`src/rtl/fetch_sequencer.sv`:
```
// Fetch sequencer: owns the PC, issues word reads to instruction memory (req/ack)
// and presents fetched instructions to decode (valid/ready), honouring redirects.
module fetch_sequencer #(
    parameter logic [31:0] RESET_PC = 32'h0040_0000,
    parameter logic [31:0] EXC_VEC  = 32'h0040_0004
) (
    input  logic        i_clk,
    input  logic        i_rst,
    output logic        o_imem_req,
    output logic [31:0] o_imem_addr,
    input  logic        i_imem_ack,
    input  logic [31:0] i_imem_rdata,
    output logic [31:0] o_inst,
    output logic [31:0] o_inst_pc,
    output logic        o_inst_valid,
    input  logic        i_inst_ready,
    input  logic        i_redir_valid,
    input  logic [31:0] i_redir_target,
    input  logic        i_exc,
    output logic        o_misalign,
    output logic [31:0] o_pc
);

    typedef enum logic [1:0] {
        S_IDLE   = 2'd0,
        S_FETCH  = 2'd1,
        S_HOLD   = 2'd2,
        S_SQUASH = 2'd3
    } state_t;

    state_t      r_state;
    state_t      w_next_state;
    logic [31:0] r_pc;
    logic [31:0] w_next_pc;
    logic [31:0] r_pend;
    logic [31:0] w_next_pend;
    logic [31:0] r_inst;
    logic [31:0] w_next_inst;
    logic [31:0] r_inst_pc;
    logic [31:0] w_next_inst_pc;
    logic        r_imem_req;
    logic        r_inst_valid;
    logic        r_misalign;
    logic        w_redir;
    logic        w_taken;
    logic        w_misalign;
    logic [31:0] w_tgt;

    // Next-state, next-PC and capture logic; exceptions outrank branch redirects.
    always_comb begin
        w_next_state   = r_state;
        w_next_pc      = r_pc;
        w_next_pend    = r_pend;
        w_next_inst    = r_inst;
        w_next_inst_pc = r_inst_pc;
        w_taken        = 1'b0;
        w_redir        = i_redir_valid | i_exc;
        w_tgt          = i_exc ? EXC_VEC : {i_redir_target[31:2], 2'b00};
        case (r_state)
            S_IDLE: begin
                w_next_state = S_FETCH;
            end
            S_FETCH: begin
                if (w_redir) begin
                    w_taken = 1'b1;
                    if (i_imem_ack) begin
                        w_next_pc = w_tgt;
                    end else begin
                        // read already in flight: remember where to go once it drains
                        w_next_pend  = w_tgt;
                        w_next_state = S_SQUASH;
                    end
                end else if (i_imem_ack) begin
                    w_next_inst    = i_imem_rdata;
                    w_next_inst_pc = r_pc;
                    w_next_state   = S_HOLD;
                end else begin
                    w_next_state = S_FETCH;
                end
            end
            S_HOLD: begin
                if (w_redir) begin
                    w_taken      = 1'b1;
                    w_next_pc    = w_tgt;
                    w_next_state = S_FETCH;
                end else if (i_inst_ready) begin
                    w_next_pc    = r_pc + 32'd4;
                    w_next_state = S_FETCH;
                end else begin
                    w_next_state = S_HOLD;
                end
            end
            S_SQUASH: begin
                w_taken = w_redir;
                if (i_imem_ack) begin
                    w_next_pc    = w_redir ? w_tgt : r_pend;
                    w_next_state = S_FETCH;
                end else if (w_redir) begin
                    w_next_pend = w_tgt;
                end else begin
                    w_next_state = S_SQUASH;
                end
            end
            default: begin
                w_next_state = S_IDLE;
            end
        endcase
        w_misalign = w_taken & i_redir_valid & ~i_exc & (i_redir_target[1:0] != 2'b00);
    end

    // State, PC and registered outputs.
    always_ff @(posedge i_clk) begin
        if (i_rst) begin
            r_state      <= S_IDLE;
            r_pc         <= RESET_PC;
            r_pend       <= 32'd0;
            r_inst       <= 32'd0;
            r_inst_pc    <= 32'd0;
            r_imem_req   <= 1'b0;
            r_inst_valid <= 1'b0;
            r_misalign   <= 1'b0;
        end else begin
            r_state      <= w_next_state;
            r_pc         <= w_next_pc;
            r_pend       <= w_next_pend;
            r_inst       <= w_next_inst;
            r_inst_pc    <= w_next_inst_pc;
            r_imem_req   <= (w_next_state == S_FETCH) || (w_next_state == S_SQUASH);
            r_inst_valid <= (w_next_state == S_HOLD);
            r_misalign   <= w_misalign;
        end
    end

    assign o_imem_req   = r_imem_req;
    assign o_imem_addr  = r_pc;
    assign o_pc         = r_pc;
    assign o_inst       = r_inst;
    assign o_inst_pc    = r_inst_pc;
    assign o_inst_valid = r_inst_valid;
    assign o_misalign   = r_misalign;

endmodule
```
`config.mk`:
```
export PLATFORM = sky130hd
export DESIGN_NAME = fetch_sequencer
export DESIGN_NICKNAME = d
export VERILOG_FILES = /design/src/rtl/fetch_sequencer.sv
export SDC_FILE = /design/constraint.sdc
export NUM_CORES = 1
export LEC_CHECK = 0
export ABC_AREA = 1
export CAP_MARGIN = 20
export CORE_MARGIN = 3
export CORE_UTILIZATION = 49
export CTS_CLUSTER_SIZE = 10
export DETAILED_ROUTE_END_ITERATION = 7
export PLACE_DENSITY = 0.79
export SYNTH_ARGS = -nofsm -noshare
export SYNTH_HDL_FRONTEND = slang
export SYNTH_SLANG_ARGS = --single-unit
```
`constraint.sdc`:
```
create_clock -name i_clk -period 2 [get_ports i_clk]
set_clock_uncertainty 0.2 [all_clocks]
set_input_delay 0.4 -clock i_clk [delete_from_list [all_inputs] [get_ports i_clk]]
set_output_delay 0.4 -clock i_clk [all_outputs]
set_load 0.1 [all_outputs]
```
==> After elaboration in Yosys (flattened, before gate mapping) <==
Cells that the tools add are included.
{ "word_totals": {"word_cells": 58, "register_bits": 133, "input_bits": 70, "output_inout_bits": 131} }
{ "op_classes": {"bitwise": 6, "n_eq_ne": 12, "reduce_logical": 9, "n_addsub": 1, "n_mux": 22} }
{ "op_table": {"columns": ["op", "n"], "rows": [
  ["32-bit 2-to-1 mux", 10],
  ["32-bit one-hot mux with 3 select lines", 1],
  ["32-bit one-hot mux with 2 select lines", 1],
  ["32-bit by 3-bit adder with 32-bit output, second input constant", 1],
  ["2-bit 2-to-1 mux", 7],
  ["2-bit inequality test, second input constant", 5],
  ["2-bit == test, second input constant", 4],
  ["2-bit one-hot mux with 4 select lines", 1],
  ["5-bit AND reduction", 1],
  ["2-bit by 1-bit == test with 1-bit output, second input constant", 2],
  ["4-bit AND reduction", 1],
  ["2-bit nonzero test", 2],
  ["1-bit AND", 3],
  ["3-bit inequality test, second input constant", 1],
  ["3-bit AND reduction", 1],
  ["3-bit nonzero test", 1],
  ["2-bit logical NOT", 1],
  ["1-bit inverter", 2],
  ["1-bit one-hot mux with 2 select lines", 1],
  ["2-bit OR reduction", 1],
  ["1-bit logical OR", 1],
  ["1-bit 2-to-1 mux", 1],
  ["1-bit bitwise OR", 1]
]} }

==> Longest topological paths before layout <==
Gate-level depths: netlist of the first run.
{ "logic_depth": {"word_depth": 6, "ltp_mapped": 12, "ltp_nobuf": 12} }

==> Least setup slack after synthesis of the first run <==
Ideal clock, no wire load.
{ "synth_path": {"kind": "reg2reg", "startpoint": "register r_pc[3], in the netlist o_imem_addr[3]", "endpoint": "register r_pc[18], in the netlist o_imem_addr[18]", "n_path_buf": 0, "setup_slack_ns": -0.524, "required_time_ns": 1.729, "arrival_ns": 2.253, "stages_incl_launch_ff": 11, "synth_period_minus_slack_ns": 2.524, "setup_time_ns": 0.071, "cell_sequence": "dfxtp_1 > ha_1 > nand2_1 > nor2_2 > nand2_1 > nor2_1 > xor2_1 > nand2_1 > nand2_1 > nand2_1 > a21oi_1"} }
{ "synth_between": {"elab_chain_cells": 4} }
{ "synth_lines": {"columns": ["element", "line", "rtl"], "rows": [
  ["from (decl)", "33", "logic [31:0] r_pc;"],
  ["from (signal assigned)", "124", "r_pc <= w_next_pc;"],
  ["32-bit by 3-bit adder with 32-bit output", "87", "w_next_pc = r_pc + 32'd4;"],
  ["32-bit 2-to-1 mux", "86", "end else if (i_inst_ready) begin"],
  ["32-bit 2-to-1 mux", "82", "if (w_redir) begin"],
  ["32-bit one-hot mux with 3 select lines", "59", "case (r_state)"]
]} }
No other way between the ends. The select of a mux whose other input is x is not followed.
A chain may end at the register's enable or synchronous reset.

==> Worst setup path after layout of the first run <==
{ "layout_path": {"startpoint": "input port i_exc", "endpoint": "register r_pc[14], in the netlist o_imem_addr[14]"} }
{ "layout_between": {"elab_chain_cells": 4, "word_cells_on_any_way": 11, "cone_classes": "2 x eq/ne; 7 x mux; 1 x bitwise; 1 x reduce/logical"} }
{ "layout_lines": {"columns": ["element", "line", "rtl"], "rows": [
  ["from (decl)", "19", "input logic i_exc,"],
  ["32-bit 2-to-1 mux / 1-bit bitwise OR (equally long branches)", "58, 57", null],
  ["32-bit 2-to-1 mux, on equally long branches", null, null],
  ["32-bit 2-to-1 mux, on equally long branches", "95, 64", null],
  ["32-bit one-hot mux with 3 select lines", "59", null]
]} }
Parallel ways exist; a longest one is shown, timed or not. The select of a mux whose other input is x is not followed.

==> results of run 1 <==
-- cells in the final DEF, fill, tap and decap left out, types with 2 or more instances in the layout --
cell,n
a31oi_1,8
dfxtp_1,102
o21ai_0,126
o221ai_2,4
nor3_1,8
clkbuf_16,17
nand2_2,9
nor2_2,3
xor2_1,4
o22ai_1,7
nand3_1,22
o21ai_1,56
dfxtp_4,3
a21oi_2,2
nand4_1,2
buf_6,2
nor2_4,8
a21oi_1,115
inv_1,122
clkinv_4,5
buf_12,142
nor2_1,114
clkdlybuf4s50_1,69
buf_4,110
o221ai_1,4
dfxtp_2,28
inv_2,14
inv_6,5
bufinv_16,3
nand2_1,258
-- power groups by stage --
stage,Sequential (W),Clock (W),Combinational [W]
detailed placement,0.00306,0,0.00313
finish,0.00302,0.00330,0.00319
global placement,0.00305,0,0.00308
global route,0.00303,0.00343,0.00330
CTS,0.00301,0.00333,0.00316
floorplan,0.00379,0,0.00111
-- registers in the layout (all words and copies together) (netlist names) --
signal	count
r_pend	32
o_inst	32
o_imem_req	1
o_imem_addr	32
o_inst_valid	1
r_state	2
o_inst_pc	32
o_misalign	1
-- kinds of logic after synthesis --
kind of cell,count (synthesis),synth area share (%)
DFF,133,36.4
xor gates and xnor gates,5,0.599
and+or+nand+nor,428,23.9
buffers and inverters,233,15.1
adders and majority gates,1,0.171
AOI/OAI and AO/OA,328,23.8
-- per-stage QoR --
stage | setup TNS, ns | setup WS [ns]
after floorplan | 0 | 0.0179
after global placement | -17.55 | -0.386
after detailed placement | -22.52 | -0.390
after CTS | 0 | 0.0306
after global routing | -0.0285 | -0.0185
final | 0 | 0.0494
-- worst max-delay path: cells and delay by family --
family / cells / cell delay (ns)
buffers and inverters: 4 / 0.87
and+or+nand+nor: 3 / 0.61
AOI/OAI and AO/OA: 2 / 0.17
-- final timing paths --
check	startpoint	to	slack (ns)
worst max-delay path	i_exc	o_imem_addr[14]$_SDFFE_PP0P_	0.05
worst min-delay path	r_pend[1]$_SDFFE_PP0P_	r_pend[1]$_SDFFE_PP0P_	0.27
worst max register to register	o_imem_addr[3]$_SDFFE_PP0P_	o_imem_addr[31]$_SDFFE_PP0P_	0.05
worst min register to register	r_pend[1]$_SDFFE_PP0P_	r_pend[1]$_SDFFE_PP0P_	0.27
-- cell usage after synthesis, drive strengths merged --
library cell  count  area [µm²]
a21oi           117         586
o21bai            1        7.51
o21ai           183         916
nand3            24         130
xor2              4        35.0
nor2            125         524
dfxtp           133        2660
a41oi             1        8.76
o211ai            2        20.0
nand4             2        12.5
o221ai            8        95.1
a211oi            1        12.5
clkbuf           24        90.1
xnor2             1        8.76
nor3              9        45.0
nand2           268        1040
ha                1        12.5
a31oi             8        50.1
o22ai             7        43.8
buf              72         497
inv             137         514
-- metal layers --
metal | part of all wire (%) | track usage [%] | vias to the layer above
met5 | 0 | 0 | -
met4 | 5.2 | 17.0 | 0
met3 | 11 | 7.75 | 159
met2 | 47 | 54.9 | 669
met1 | 36 | 40.4 | 3943
li1 | - | - | 4085
-- cell type report --
class	count	area [µm²]	area share [%]
well taps	180	225	1.87
clock inverters	15	194	1.61
multi-input cells	762	3580	29.8
clock buffers	17	425	3.54
flip-flops and latches	133	2710	22.5
repair buffers	323	4380	36.4
inverters	137	517	4.29
-- timing repair --
action	CTS	global route
setup buffers	0	7
setup endpoints to repair	1	10
pin swaps	0	2
resized for setup	1	11
==> out/metrics.yaml, run 1 <==
grt_pass1_wl_mm: 43.5
chipHeight_um: 128
reg2reg_depth: 12
antenna_left: 0
design_area_um2: 12000
ys_seq_area_share_pct: 36.4
clock_power_share_pct: 34.7
p_seq_share_pct: 31.7
critPathMaxStageDelay_ns: 0.55
grt_pass1_vias: 8455
grt_use_total_pct: 33.3
cp_max_fo: 8
drt_iter0_drc: 957
stdcell_count: 1567
ioPinCount: 201
min_period_ns: 1.95
cts.sinks: 133
cts_tree: "built"
dp_cells: 1528
chipWidth_um: 128
syn_area_um2: 7310
status: "complete, but fails checks"
vias: 8856
netSwitchingFraction_pct: 37.3
dpl_cell_area_um2: 11300
drv_cap: 0
gp_congestion: 0.992
cp.required_ns: 2.11
wire_per_inst_um: 17.9
yosys_warnings: 0
power_frac_comb_pct: 33.6
synth_nets: 1199
crit_arrival_ns: 2.06
cts.htree.levels: 4
cp-end-kind: "flip-flop"
start_util_pct: 51.4
worstPathCellList: "clkdlybuf4s50_1 -> inv_2 -> nand2_2 -> inv_4 -> nand2_1 -> a21oi_2 -> nor3_2 -> buf_4 -> a21oi_1"
drv_slew: 0
grt_max_degree: 54
clkTransAtPathRegs_ns: 0.06
fillers: 751
ctsHoldBuffers: 0
power_density_nw_per_um2: 790
root_buffer: "clkbuf_16"
min_path_type: "reg -> reg"
drt_wl_total_mm: 28.0
antenna_cells: 0
netlist_instances: 1128
violations: "DRC"
area_delta_synth_final_pct: 64.7
port_buffers: 200
drc_errors: 7
coreArea_um2: 14200
firstDrtPassIters: 8
dpl.hpwl_mm: 20.0
max_slew_margin_pct: 70.4
synth_cell_types: 32
grt-ovfl-total: 0
hold_ws_ns: 0.271
via_per_inst: 5.65
clk_latency_ns: 0.42
cts_buffer_depth: 2
syn_area_per_cell_um2: 6.48
finalCritPeriodShare_pct: 97.5
ys_seq_elements: 133
internal_power_w: 0.00596
dieArea_um2: 16400
ir_drop_mv: 0.577
fmax_mhz: 513
crit_type: "in -> reg"
leakage_nw: 5.02
cts_buffers: 17
grt_antenna_before_repair: 0
utilization_pct: 84.7
switchingPower_w: 0.00355
finalPower_w: 0.00951
rows: 43
worstHoldPathCells: 2
layout.nets: 1445
slowest_stage: "clkdlybuf4s50_1"
drive_above_1_share_pct: 26.4
tightest_slew_ns: 0.443
startpoint_type: "input pin"
setup_viol: 0
finalHoldViolations: 0
No activity file was read; power rests on OpenSTA's default activity.
==> run 2: changes to the inputs <==
SLEW_MARGIN = 20   (was unset)
==> results of run 2 <==
The final DEF is identical to that of run 1; final timing and power are the same.
==> run 3: changes to the inputs <==
MAX_ROUTING_LAYER = met4   (was unset)
==> out/metrics.yaml, run 3 (same netlist as run 1, synthesis figures left out) <==
clk_latency_ns: 0.43  # about the same
finalPower_w: 0.00947  # -0.36%
final_common_cell: "nand2_1"
crit_arrival_ns: 2.08  # +0.02 ns
clock_power_share_pct: 34.6  # about the same
coreArea_um2: 14200  # unchanged
cts_buffer_depth: 2  # unchanged
power_frac_comb_pct: 33.5  # about the same
hold_path_end: "r_pend[0]$_SDFFE_PP0P_"
firstDrtPassIters: 6  # -2
tightest_slew_ns: 0.377  # -0.0662 ns
chipWidth_um: 128  # unchanged
port_buffers: 200  # unchanged
grt_pass1_wl_mm: 43.7  # +0.41%
drv_slew: 0  # unchanged
ir_drop_mv: 0.690  # +20%
cp_max_fo: 8  # unchanged
p_seq_share_pct: 31.9  # +0.2 points
cts_tree: "built"
setup_viol: 0  # unchanged
fin_ws_ns: 0.0585  # +0.00915 ns
grt-ovfl-total: 0  # unchanged
dieArea_um2: 16400  # unchanged
min-delay-start: "r_pend[0]$_SDFFE_PP0P_"
rows: 43  # unchanged
cp-end-kind: "flip-flop"
hold_ws_ns: 0.281  # +0.00986 ns
grt_use_total_pct: 34.4  # +1.1 points
startpoint_type: "flip-flop"
grt_max_degree: 60  # +11%
rsz0062_at_grt: "true"
cts.htree.levels: 4  # unchanged
drv_cap: 0  # unchanged
max_slew_margin_pct: 74.7  # +4.3 points
setup_tns_ns: 0  # unchanged
cp_num_buf_inv: 1  # -3
status: "complete, no violations"
timing.rr.start: "o_imem_addr[3]$_SDFFE_PP0P_"
layout_common_cells: "nand2_1 (258), buf_12 (141), o21ai_0 (126)"
gp_congestion: 0.974  # -1.8%
vias: 8782  # -0.84%
ioPinCount: 201  # unchanged
chipHeight_um: 128  # unchanged
critPathMaxStageDelay_ns: 0.34  # -0.21 ns
crit_type: "reg -> reg"
internal_power_w: 0.00595  # -0.13%
drt_wl_total_mm: 27.8  # -0.86%
slowest_stage: "dfxtp_4"
drt_iter0_drc: 985  # +2.9%
finalCritPeriodShare_pct: 97.1  # -0.46 points
drive_above_1_share_pct: 26.3  # -0.091 points
start_util_pct: 51.4  # unchanged
utilization_pct: 84.6  # -0.16 points
drc_errors: 0  # -7
area_delta_synth_final_pct: 64.4
cp.required_ns: 2.14  # +0.03 ns
preCtsSetupSlack_ns: -0.330  # +0.0597 ns
cts.sinks: 133  # unchanged
worst-r2r-setup-slack_ns: 0.06  # about the same
leakage_nw: 5.01  # -0.35%
reg2reg_depth: 10  # -2
worstHoldPathCells: 2  # unchanged
min_path_type: "reg -> reg"
root_buffer: "clkbuf_16"
grt_antenna_before_repair: 0  # unchanged
antenna_cells: 0  # unchanged
switchingPower_w: 0.00352  # -0.75%
layout.nets: 1446  # +0.069%
grt_pass1_vias: 8441  # -0.17%
power_density_nw_per_um2: 789  # -0.17%
r2r-end: "o_imem_addr[15]$_SDFFE_PP0P_"
min_period_ns: 1.94  # -0.00915 ns
worstPathCellList: "buf_4 -> nand2_2 -> nor2_4 -> nand2_2 -> nor2_4 -> xor2_1 -> nand2_1 -> nand2_1 -> nand2_1 -> a21oi_1"
finalHoldViolations: 0  # unchanged
wire_per_inst_um: 17.7  # -0.93%
fmax_mhz: 515  # +0.47%
cp_top_family: "simple AND/OR/NAND/NOR gates"
antenna_left: 0  # unchanged
cp_common_cell: "nand2_1"
netSwitchingFraction_pct: 37.1  # -0.15 points
via_per_inst: 5.60  # -0.90%
cts_buffers: 17  # unchanged
clkTransAtPathRegs_ns: 0.06  # about the same
dpl.hpwl_mm: 20.0  # +0.24%
## run 3: final cells by class
type                       instances  area, µm²
sequential                       133       2710
timing repair buffer             324       4370
inverter                         137        514
fill                             803       2190
tap                              180        225
multi-input combinational        762       3570
clock inverter                    15        191
clock buffer                      17        425
## run 3: worst max path at each step
stage / startpoint / to / slack (ns) / cells after the start
floorplan: o_imem_addr[0]$_SDFFE_PP0P_ / o_pc[0] / 0.02 / 1
global placement: i_exc / o_imem_addr[14]$_SDFFE_PP0P_ / -0.32 / 9
detailed placement: i_redir_valid / o_inst_pc[5]$_SDFFE_PP0P_ / -0.33 / 9
CTS: r_state[1]$_SDFF_PP0_ / o_imem_addr[15]$_SDFFE_PP0P_ / 0.02 / 8
global route: o_imem_addr[2]$_SDFFE_PP0P_ / o_imem_addr[18]$_SDFFE_PP0P_ / -0.01 / 10
finish: o_imem_addr[3]$_SDFFE_PP0P_ / o_imem_addr[15]$_SDFFE_PP0P_ / 0.06 / 10
## run 3: tightest hold or removal path: cells and delay by family, from the launching register on
family,cells,cell delay [ns]
compound gates,1,0.06
flops,1,0.31
simple gates,1,0.06
## run 3: metal layers
metal | GRT usage (%) | routed length, µm | up-vias
li1 | - | - | 4104
met1 | 40.2 | 10300 | 3990
met2 | 57.7 | 13600 | 594
met3 | 7.54 | 2830 | 94
met4 | 13.2 | 975 | 0
met5 | - | 0 | -
## run 3: what timing repair did
action                                  4_1_cts  5_1_grt
hold buffers                                  0        0
endpoints found under the setup margin        0       27
buffers inserted                              0        2
gates resized for setup                       0        8
## run 3: power by group through the flow
stage	clock network, W	registers (W)	logic (W)
5_1_grt	0.00340	0.00303	0.00329
4_1_cts	0.00329	0.00301	0.00315
3_3_place_gp	0	0.00306	0.00307
2_1_floorplan	0	0.00379	0.00111
6_report	0.00328	0.00302	0.00317
3_5_place_dp	0	0.00307	0.00313
## run 3: per-stage QoR
step | instances | instance area [µm²]
finish | 1568 | 12000
global route | 1568 | 12000
CTS | 1566 | 12000
detailed placement | 1534 | 11400
global placement | 1534 | 11400
floorplan | 1128 | 7350
